[config.mk]
export PLATFORM = sky130hd
export DESIGN_NAME = tick_generator
export DESIGN_NICKNAME = d
export VERILOG_FILES = /design/src/rtl/tick_pkg.sv /design/src/rtl/tick_channel.sv /design/src/rtl/tick_generator.sv
export SDC_FILE = /design/constraint.sdc
export NUM_CORES = 1
export LEC_CHECK = 0
export ABC_AREA = 1
export BUFFER_PORTS_ARGS = -buffer_cell sky130_fd_sc_hd__buf_4
export CORE_MARGIN = 1.5
export CORE_UTILIZATION = 50
export DETAILED_ROUTE_END_ITERATION = 8
export GPL_TIMING_DRIVEN = 0
export PLACE_DENSITY_LB_ADDON = 0.05
export SYNTH_ARGS = -nofsm -noshare
export SYNTH_HDL_FRONTEND = slang
export SYNTH_HIERARCHICAL = 1
export SYNTH_SLANG_ARGS = --single-unit
[constraint.sdc]
create_clock -name clk -period 3.5 [get_ports clk]
set_clock_uncertainty 0.05 [all_clocks]
set_input_delay 0.7 -clock clk [delete_from_list [all_inputs] [get_ports clk]]
set_output_delay 0.7 -clock clk [all_outputs]
set_load 0.03 [all_outputs]
[src/rtl/tick_pkg.sv]
// Shared constants and helpers for the tick generator: default clock rate,
// counter width derivation and the configuration channel-index width.
package tick_pkg;

    localparam int DEFAULT_CLK_FREQ_HZ = 100_000_000;
    localparam int CFG_CH_W            = 4;

    // Bits needed to hold freq_hz itself, since it is loaded as a divisor value.
    function automatic int cnt_width(input int freq_hz);
        return $clog2(freq_hz + 1);
    endfunction

endpackage

[src/rtl/tick_channel.sv]
// One tick channel: divisor register, free-running counter, registered tick
// pulse and a square wave that toggles on every tick.
module tick_channel #(
    parameter int               CNT_W     = 27,
    parameter logic [CNT_W-1:0] RESET_DIV = '1
) (
    input  logic             clk,
    input  logic             rst,
    input  logic             en,
    input  logic             sync,
    input  logic             load,
    input  logic [CNT_W-1:0] load_div,
    output logic             tick,
    output logic             square
);

    logic [CNT_W-1:0] div;
    logic [CNT_W-1:0] cnt;
    logic [CNT_W-1:0] eff_div;
    logic             term;

    // Divisors of 0 and 1 both mean "tick every enabled cycle".
    assign eff_div = (div <= CNT_W'(1)) ? CNT_W'(1) : div;
    assign term    = (cnt == eff_div - CNT_W'(1));

    // A load also realigns its own channel, so it covers the load+sync case.
    always_ff @(posedge clk) begin
        if (rst) begin
            div    <= RESET_DIV;
            cnt    <= '0;
            tick   <= 1'b0;
            square <= 1'b0;
        end else if (load) begin
            div  <= load_div;
            cnt  <= '0;
            tick <= 1'b0;
        end else if (sync) begin
            cnt  <= '0;
            tick <= 1'b0;
        end else if (en) begin
            if (term) begin
                cnt    <= '0;
                tick   <= 1'b1;
                square <= ~square;
            end else begin
                cnt  <= cnt + CNT_W'(1);
                tick <= 1'b0;
            end
        end else begin
            tick <= 1'b0;
        end
    end

endmodule

[src/rtl/tick_generator.sv]
// Multi-channel tick generator: N_CH independent programmable dividers sharing
// one enable/sync, with a single divisor-load port decoded by channel index.
module tick_generator
    import tick_pkg::*;
#(
    parameter int CLK_FREQ_HZ = DEFAULT_CLK_FREQ_HZ,
    parameter int N_CH        = 4,
    parameter int CNT_W       = cnt_width(DEFAULT_CLK_FREQ_HZ)
) (
    input  logic                clk,
    input  logic                rst,
    input  logic                en,
    input  logic                sync,
    input  logic                cfg_valid,
    input  logic [CFG_CH_W-1:0] cfg_ch,
    input  logic [CNT_W-1:0]    cfg_div,
    output logic                cfg_ready,
    output logic                cfg_err,
    output logic [N_CH-1:0]     tick,
    output logic [N_CH-1:0]     square
);

    if (N_CH < 1 || N_CH > 16) begin : g_bad_n_ch
        $error("tick_generator: N_CH must be in 1..16");
    end
    if (64'(CLK_FREQ_HZ) >= (64'd1 << CNT_W)) begin : g_bad_cnt_w
        $error("tick_generator: CLK_FREQ_HZ does not fit in CNT_W bits");
    end

    logic accept;
    logic ch_bad;

    assign cfg_ready = ~rst;
    assign accept    = cfg_valid & cfg_ready;
    assign ch_bad    = (int'(cfg_ch) >= N_CH);

    always_ff @(posedge clk) begin
        if (rst) begin
            cfg_err <= 1'b0;
        end else begin
            cfg_err <= accept & ch_bad;
        end
    end

    for (genvar c = 0; c < N_CH; c++) begin : g_ch
        localparam logic [CFG_CH_W-1:0] CH_IDX = CFG_CH_W'(c);

        tick_channel #(
            .CNT_W     (CNT_W),
            .RESET_DIV (CNT_W'(CLK_FREQ_HZ))
        ) u_ch (
            .clk      (clk),
            .rst      (rst),
            .en       (en),
            .sync     (sync),
            .load     (accept && (cfg_ch == CH_IDX)),
            .load_div (cfg_div),
            .tick     (tick[c]),
            .square   (square[c])
        );
    end

endmodule

* Yosys cells after proc, flatten, opt, wreduce, memory -nomap -nowiden
Index checks and enable logic that the tools add are counted.
Storage, ports and cells: flip-flop bits (word level) 225, bits of input ports 36, word-level logic and storage cells 79
Cells by class: add/sub/neg operators 8, magnitude comparators 5, equality and inequality tests 7, muxes and demuxes 12, bitwise gates (word level) 13, reduce and logical (&&, ||, !) cells 17
Operators with widths (number):
- two-way mux 27 bit | 8
- adder 27 x 1 -> 27 bit, second input constant | 4
- == test 27 bit | 4
- <= comparator 27 x 1 -> 1 bit, second input constant | 4
- subtractor 27 x 1 -> 27 bit, second input constant | 4
- AND reduction 4 bit | 4
- OR reduction 4 bit | 4
- OR reduction 3 bit | 4
- NOT 1 bit | 11
- == test 4 x 2 -> 1 bit, second input constant | 2
- == test 4 x 1 -> 1 bit, second input constant | 1
- >= comparator 4 x 3 -> 1 bit, second input constant | 1
- logical AND 1 bit | 4
- logical NOT 4 bit | 1
- two-way mux 1 bit | 4
- AND 1 bit | 2

* Longest topological paths before layout
Gate-level depths: netlist of run 1.
depth in word-level cells 5, depth in mapped cells 27, mapped depth without buffers 27

* By module
Netlist of run 1, hierarchy kept.
By module, submodules not included:
- tick_channel | times used 4, cells an instance 571, area each 3751.1 um^2
- tick_generator | times used 1, cells an instance 17, area each 88.8 um^2

* Worst setup path before layout of run 1
No wires, ideal clock.
path kind register to register, start reg g_ch[0].u_ch.div[16], end reg g_ch[0].u_ch.cnt[15], library setup time 0.119 ns, arrival 2.720 ns, data required time 3.331 ns, setup slack 0.612 ns, stages on the path, launching flop included 24, path buffers 1, clock period less this slack 2.888 ns, cell sequence dfxtp_1 > inv_2 > nand2_1 > nor2_2 > nand2_1 > nor2_4 > nand2_4 > nand2_4 > inv_2 > ha_1 > nand3_2 > nor2_4 > inv_2 > nor2_4 > nand3_1 > xor2_1 > inv_1 > nor3_2 > nand3_1 > nor2_4 > nand2_4 > nand2_4 > buf_12 > nor2_2
On the way: word-level cells in the longest chain between the ends 5
Ends and longest elaborated chain:
- start, declared | RTL line tick_channel.sv:17 | logic [CNT_W-1:0] div;
- start signal, assigned | RTL line tick_channel.sv:34 | div <= load_div;
- <= comparator 27 x 1 -> 1 bit | RTL line tick_channel.sv:23 | assign eff_div = (div <= CNT_W'(1)) ? CNT_W'(1) : div;
- two-way mux 27 bit (*) | RTL line tick_channel.sv:23
- subtractor 27 x 1 -> 27 bit (*) | RTL line tick_channel.sv:24 | assign term = (cnt == eff_div - CNT_W'(1));
- == test 27 bit (*) | RTL line tick_channel.sv:24
- two-way mux 27 bit (*) | RTL line tick_channel.sv:41 | if (term) begin
- end signal, assigned | RTL line tick_channel.sv:46 | cnt <= cnt + CNT_W'(1);
- end, declared | RTL line tick_channel.sv:18 | logic [CNT_W-1:0] cnt;
Mark *: on every way between the ends. The rest lies on a longest branch, timed or not. A chain may end at the register's enable or synchronous reset.

* Worst setup path in the final report of run 1
start reg g_ch[2].u_ch.div[15], end reg g_ch[2].u_ch.cnt[26]
On the way: word-level cells in the longest chain between the ends 5
Ends and longest elaborated chain (RTL line):
- start, declared | tick_channel.sv:17
- start signal, assigned | tick_channel.sv:34
- <= comparator 27 x 1 -> 1 bit | tick_channel.sv:23
- two-way mux 27 bit (*) | tick_channel.sv:23
- subtractor 27 x 1 -> 27 bit (*) | tick_channel.sv:24
- == test 27 bit (*) | tick_channel.sv:24
- two-way mux 27 bit (*) | tick_channel.sv:41
- end signal, assigned | tick_channel.sv:46
- end, declared | tick_channel.sv:18
Marked as above.

==> metrics, run 1 <==
status finished clean; Cell variety after synth 37; vias per inst 5.329; count leader, synth nand2_1; Worst Path Arrival 3.72 ns; clk_lat worst skew between 0.5 and 0.6 ns; R2R cell count 22; WL final about 46 mm; fraction of power consumed by combinational cells 0.075; Die Wd 176.7 um; total power 5780 uW; synth warn 6; Final nets 2439; Hold WS 0.3968 ns; DRT iter0 DRCs 1037; Seq pwr share 0.451; vias after detailed routing 14950; Worst Hold End g_ch[0].u_ch/div[18]$_SDFFE_PP1P_; CP Launch Type register; DR WL/cell 16.31 um; Max Fclk about 300 MHz; drt pass-1 iters 6; vias in the first global route roughly 14000; setup TNS 0 ns; GPL Wtd Cong 0.9421; gr ovfl total 0; Mapped Nets about 2300; post-synthesis sequential area ratio 0.2984; Hold Path Class primary input to register; Internal Power 4350 uW; reg2reg end g_ch[2].u_ch/cnt[26]$_SDFFE_PP0P_; area delta synth->final 13.79%; crit end category register; largest net degree at the start of global routing 13; min cycle time layout 3.329 ns; port bufs 44; Post-Synthesis Cells 2301; Cells on Worst Hold Path 3; power per cell area roughly 340 nW/um^2; CTS Buf Count 26; CTS root buffer clkbuf_16; share of the synthesized area in the top cell type 0.2984; post-route clock period utilization 0.9511; VDD IR max 370.6 uV; gr usage total 0.2909; Final setup viols 0; H-tree level count 1; critical path type register to register; slew margin rel. 0.6461; EDFF count, synth 0; Ports 46; Synth Area per Inst 6.559 sq um; die area ~31000 sq um; synthesized area 15090 sq um; Initial Utilization 0.5092; top fanout value on the critical path 10; most frequent cells after synthesis nand2_1, inv_1, nor2_1, dfxtp_1, nand3_1; num rows 63; drc violations 0; number of synthesized register bits 225; NetSw approximately 1400 uW; Crit path required time 3.89 ns; worst reg-to-reg setup slack 0.17 ns; Slew @ Worst Pin 0.5268 ns; Core Region 29640 sq um; CTS Buffer Depth 3; Lkg Pwr just over 0.007 uW; Final HPWL DP 36.23 mm; hold_buf cts 0; Synth async-reset ratio 0; initial antenna violation count 1; Clock power frac 0.474; Hold Crit Start cfg_div[18]; ant diodes 0; clock sink count around 230; CTS clk-pin slew, worst paths ~0.060 ns; first-pass GRT wire length about 72 mm; ratio of cells with drive above 1 in the final layout 0.1528; Die Height 176.7 um; Final Hold Viols 0; sw frac 0.2473; CTS tree yes; Post-synth top flop dfxtp_1; Reg-to-Reg Start g_ch[2].u_ch/div[15]$_SDFFE_PP1P_; number of nets with antenna violations after detailed routing 0; max-slew violation count 0; largest cells by area after synthesis dfxtp_1, nand2_1, inv_1; biggest area consumer among synthesized cells dfxtp_1; MaxCap Viol Count 0
[critical path, stage by stage, from the launching register on]
cell     delay [ns]
dfxtp_1        0.43
inv_1          0.15
nand3_1        0.18
nor2_4         0.07
nand2_4        0.12
nand2_4        0.09
inv_2          0.12
ha_2           0.21
nand3_2        0.14
nor2_4         0.15
inv_2          0.08
nor2_4         0.12
nand2_1        0.08
xor2_1         0.17
nor2_1         0.11
nand3_1        0.09
nor2_2         0.12
nand3_1        0.13
nor2_4         0.16
nand2_4        0.12
nand2_4        0.14
buf_12         0.16
a21oi_2        0.03
[layout make-up]
cell class	count	area, sq um
inverter	368	1384
multi-input combinational	1664	9115
buffer	44	245.2
clock inverter	9	75.07
sequential	225	4569
clock buffer	39	790.8
fill	2974	12460
tap	390	488.0
timing repair buffer	66	508.0
[power groups by stage]
stage               logic, uW  clock network, uW  registers, uW
finish                    433               2740           2610
global route              471               2900           2610
CTS                       411               2800           2610
detailed placement        408                  0           2660
global placement          403                  0           2660
floorplan                 257                  0           2660
[worst max path at each step]
| stage | from | end |
|---|---|---|
| finish | g_ch[2].u_ch/div[15]$_SDFFE_PP1P_ | g_ch[2].u_ch/cnt[26]$_SDFFE_PP0P_ |
| global route | g_ch[0].u_ch/div[13]$_SDFFE_PP1P_ | g_ch[0].u_ch/square$_SDFFE_PP0P_ |
| CTS | g_ch[2].u_ch/div[17]$_SDFFE_PP0P_ | g_ch[2].u_ch/cnt[4]$_SDFFE_PP0P_ |
| detailed placement | g_ch[1].u_ch/div[16]$_SDFFE_PP1P_ | g_ch[1].u_ch/cnt[17]$_SDFFE_PP0P_ |
| global placement | g_ch[1].u_ch/div[16]$_SDFFE_PP1P_ | g_ch[1].u_ch/cnt[15]$_SDFFE_PP0P_ |
| floorplan | g_ch[0].u_ch/div[16]$_SDFFE_PP1P_ | g_ch[0].u_ch/cnt[15]$_SDFFE_PP0P_ |
[layer usage]
metal | share of wire | global-route usage
met1 | 0.46 | 0.4073
met2 | 0.45 | 0.4743
met3 | 0.072 | 0.04038
met4 | 0.017 | 0.06144
met5 | 0 | 0
[flip-flops by register name, indices dropped and copies added, names as in the netlist]
register	count
g_ch.u_ch/cnt	108
g_ch.u_ch/div	108
g_ch.u_ch/square	4
g_ch.u_ch/tick	4
cfg_err	1
[through the flow]
stage | utilization | area [sq um] | instances | setup slack (ns)
final | 0.5795 | 17180 | 2805 | 0.1710
after global routing | 0.5795 | 17180 | 2805 | -0.01840
after CTS | 0.5690 | 16860 | 2789 | 0.001725
after detailed placement | 0.5369 | 15910 | 2735 | -0.2269
after global placement | 0.5369 | 15910 | 2735 | -0.2232
after floorplan | - | 15090 | 2301 | 0.6118
[cells in the final DEF (no fill, tap or decap), types with 41 or more instances in the layout]
master,count
a21oi_1,88
buf_4,69
clkbuf_1,41
dfxtp_1,179
dfxtp_2,43
inv_1,336
nand2_1,449
nand3_1,202
nand4_1,52
nor2_1,265
nor2_2,61
nor3_1,78
o21ai_0,104
xnor2_1,52
xor2_1,124
[timing repair]
item                                    CTS  global route
pin swaps                                 7            13
gates resized for setup                  19            63
endpoints found under the setup margin   82           109
buffers inserted                          6            16
[cells by family (layout without fill, tap and decap cells)]
family | count (synthesis) | in the layout | share of synthesized area
AND/OR/NAND/NOR | 1248 | 1248 | 0.3975
buffers and inverters | 412 | 526 | 0.1078
adder cells (fa/ha/maj) | 8 | 8 | 0.006632
XOR/XNOR | 184 | 184 | 0.1104
AO/OA/AOI/OAI | 224 | 224 | 0.07925
flip-flops | 225 | 225 | 0.2984
Note: power is estimated with default switching activity, not from simulation.
==> run 2, diff against run 1 <==
Clock period 3.5 ns to 4.2 ns, I/O delays scaled along.
==> metrics, run 2 (synthesis results as in run 1) <==
status finished clean; H-tree level count 1 (unchanged); Final setup viols 0 (unchanged); Initial Utilization 0.5092 (unchanged); CP Launch Type register; port bufs 44 (unchanged); slew margin rel. 0.6457 (about the same); Crit path required time 4.58 ns (+0.69 ns); Final HPWL DP 36.23 mm (unchanged); total power 4810 uW (-17%); slowest cell delay on critical path 0.47 ns (+0.04 ns); num rows 63 (unchanged); clock sink count 225 (unchanged); cts repair resizes 0 (-19); Setup Fix Bufs, Post-CTS 0 (-6); DR WL/cell 16.38 um (+0.45%); Core Region 29640 sq um (unchanged); Max Fclk 263.5 MHz (-12%); setup TNS 0 ns (unchanged); Worst Path Arrival 4.18 ns (+0.46 ns); first-pass GRT wire length 71.89 mm (-0.22%); number of nets with antenna violations after detailed routing 0 (unchanged); Ports 46 (unchanged); Final nets 2417 (-0.90%); CTS root buffer clkbuf_16; Top Registers g_ch.u_ch/cnt (108), g_ch.u_ch/div (108); Final Hold Viols 0 (unchanged); GPL Wtd Cong 0.9421 (unchanged); Critical path buffers and inverters 5 (+1); vias after detailed routing 14770 (-1.2%); Post-DP Area 15910 sq um (unchanged); top fanout value on the critical path 10 (unchanged); vias in the first global route 13750 (-0.44%); Die Height 176.7 um (unchanged); post-route clock period utilization 0.9034 (-0.04769); drt pass-1 iters 5 (-1); ant diodes 0 (unchanged); hold_buf cts 0 (unchanged); VDD IR max 298.2 uV (-20%); Hold Path Class register to register; vias per inst 5.308 (-0.41%); slowest CP cell dfxtp_1; drc violations 0 (unchanged); Die Wd 176.7 um (unchanged); CTS tree yes; Lkg Pwr 0.007069 uW (-1.7%); gr usage total 0.2901 (-0.0007431); CTS Buffer Depth 3 (unchanged); max-slew violation count 0 (unchanged); CP delay by family, top simple AND/OR/NAND/NOR gates; most frequent cells in the layout nand2_1, inv_1, nor2_1, dfxtp_1, nand3_1; MaxCap Viol Count 0 (unchanged); die area 31240 sq um (unchanged); WL final 45.59 mm (-0.34%); ratio of cells with drive above 1 in the final layout 0.1145 (-0.03829); CTS clk-pin slew, worst paths 0.06 ns (about the same); min cycle time layout 3.794 ns (+0.4655 ns); crit end category register; area delta synth->final 11.16%; RSZ-0062 raised after global routing false; CTS Buf Count 26 (unchanged); gr ovfl total 0 (unchanged); Post-Route Utilization 0.5661 (-0.01343); DRT iter0 DRCs 1095 (+5.6%); power per cell area 286.7 nW/um^2 (-15%); initial antenna violation count 1 (unchanged); critical-path cell list inv_2 -> nand2_1 -> nor2_2 -> nand2_1 -> nor2_4 -> nand2_4 -> nand2_4 -> inv_2 -> ha_1 -> nand3_2 -> nor2_4 -> inv_2 -> nor2_4 -> nand3_1 -> xor2_1 -> inv_1 -> nor3_2 -> nand3_1 -> nor2_4 -> nand2_4 -> nand2_4 -> buf_12 -> nor2_2; Slew @ Worst Pin 0.5274 ns (+0.0005774 ns); largest net degree at the start of global routing 13 (unchanged); critical path type register to register; most common cell after layout, fill and taps aside nand2_1; Finished Cell Area 16780 sq um (-2.3%); clk_lat worst skew 0.55 ns (about the same)
run 2: cell count changes in the layout (fill, tap and decap cells not counted), moves of 5 or more:
cell / delta
buf_4: -21
dfxtp_2: -43
nor2_1: +7
nand3_1: +6
dfxtp_1: +46
nor2_2: -7
nand3_2: -5
run 2: final timing paths:
| kind | cells past startpoint | startpoint | slack [ns] | endpoint |
|---|---|---|---|---|
| worst max-delay path | 23 | g_ch[3].u_ch/div[16]$_SDFFE_PP1P_ | 0.41 | g_ch[3].u_ch/cnt[4]$_SDFFE_PP0P_ |
| worst min-delay path | 2 | g_ch[1].u_ch/div[6]$_SDFFE_PP0P_ | 0.45 | g_ch[1].u_ch/div[6]$_SDFFE_PP0P_ |
| worst max register to register | 23 | g_ch[3].u_ch/div[16]$_SDFFE_PP1P_ | 0.41 | g_ch[3].u_ch/cnt[4]$_SDFFE_PP0P_ |
| worst min register to register | 2 | g_ch[1].u_ch/div[6]$_SDFFE_PP0P_ | 0.45 | g_ch[1].u_ch/div[6]$_SDFFE_PP0P_ |
run 2: per-layer routing:
| metal | global-route usage | vias up | part of all wire |
|---|---|---|---|
| met5 | 0 | - | 0 |
| met4 | 0.05862 | 0 | 0.016 |
| met3 | 0.04059 | 43 | 0.064 |
| met2 | 0.4734 | 434 | 0.45 |
| met1 | 0.4068 | 6817 | 0.47 |
| li1 | - | 7477 | - |
run 2: area by class of cell:
cell class	instances	area, sq um
repair buffers	44	330.3
plain buffers	44	245.2
clock buffers	39	790.8
fillers	2985	12860
flip-flops and latches	225	4504
well taps	390	488.0
clock inverters	9	75.07
multi-input cells	1664	8962
inverters	368	1381
run 2: report_power, final:
part | internal (uW) | switching [uW] | total (uW)
Clock | 1350 | 934 | 2290
Combinational | 111 | 236 | 348
Sequential | 2150 | 22.3 | 2170
run 2: per-stage QoR:
stage / instances / hold WS, ns / setup WS, ns
after CTS: 2783 / 0.4491 / 0.4344
after global routing: 2783 / 0.4732 / 0.1010
after global placement: 2735 / 0.4390 / 0.4768
after detailed placement: 2735 / 0.4397 / 0.4732
after floorplan: 2301 / 0.4136 / 1.312
final: 2783 / 0.4466 / 0.4055
run 2: worst register-to-register path, delay by kind of cell (launching register included):
| kind | cells | cell delay (ns) |
|---|---|---|
| DFF | 1 | 0.47 |
| adders and majority gates | 1 | 0.22 |
| xor gates and xnor gates | 1 | 0.24 |
| and+or+nand+nor | 16 | 2.18 |
| buffers and inverters | 5 | 0.52 |
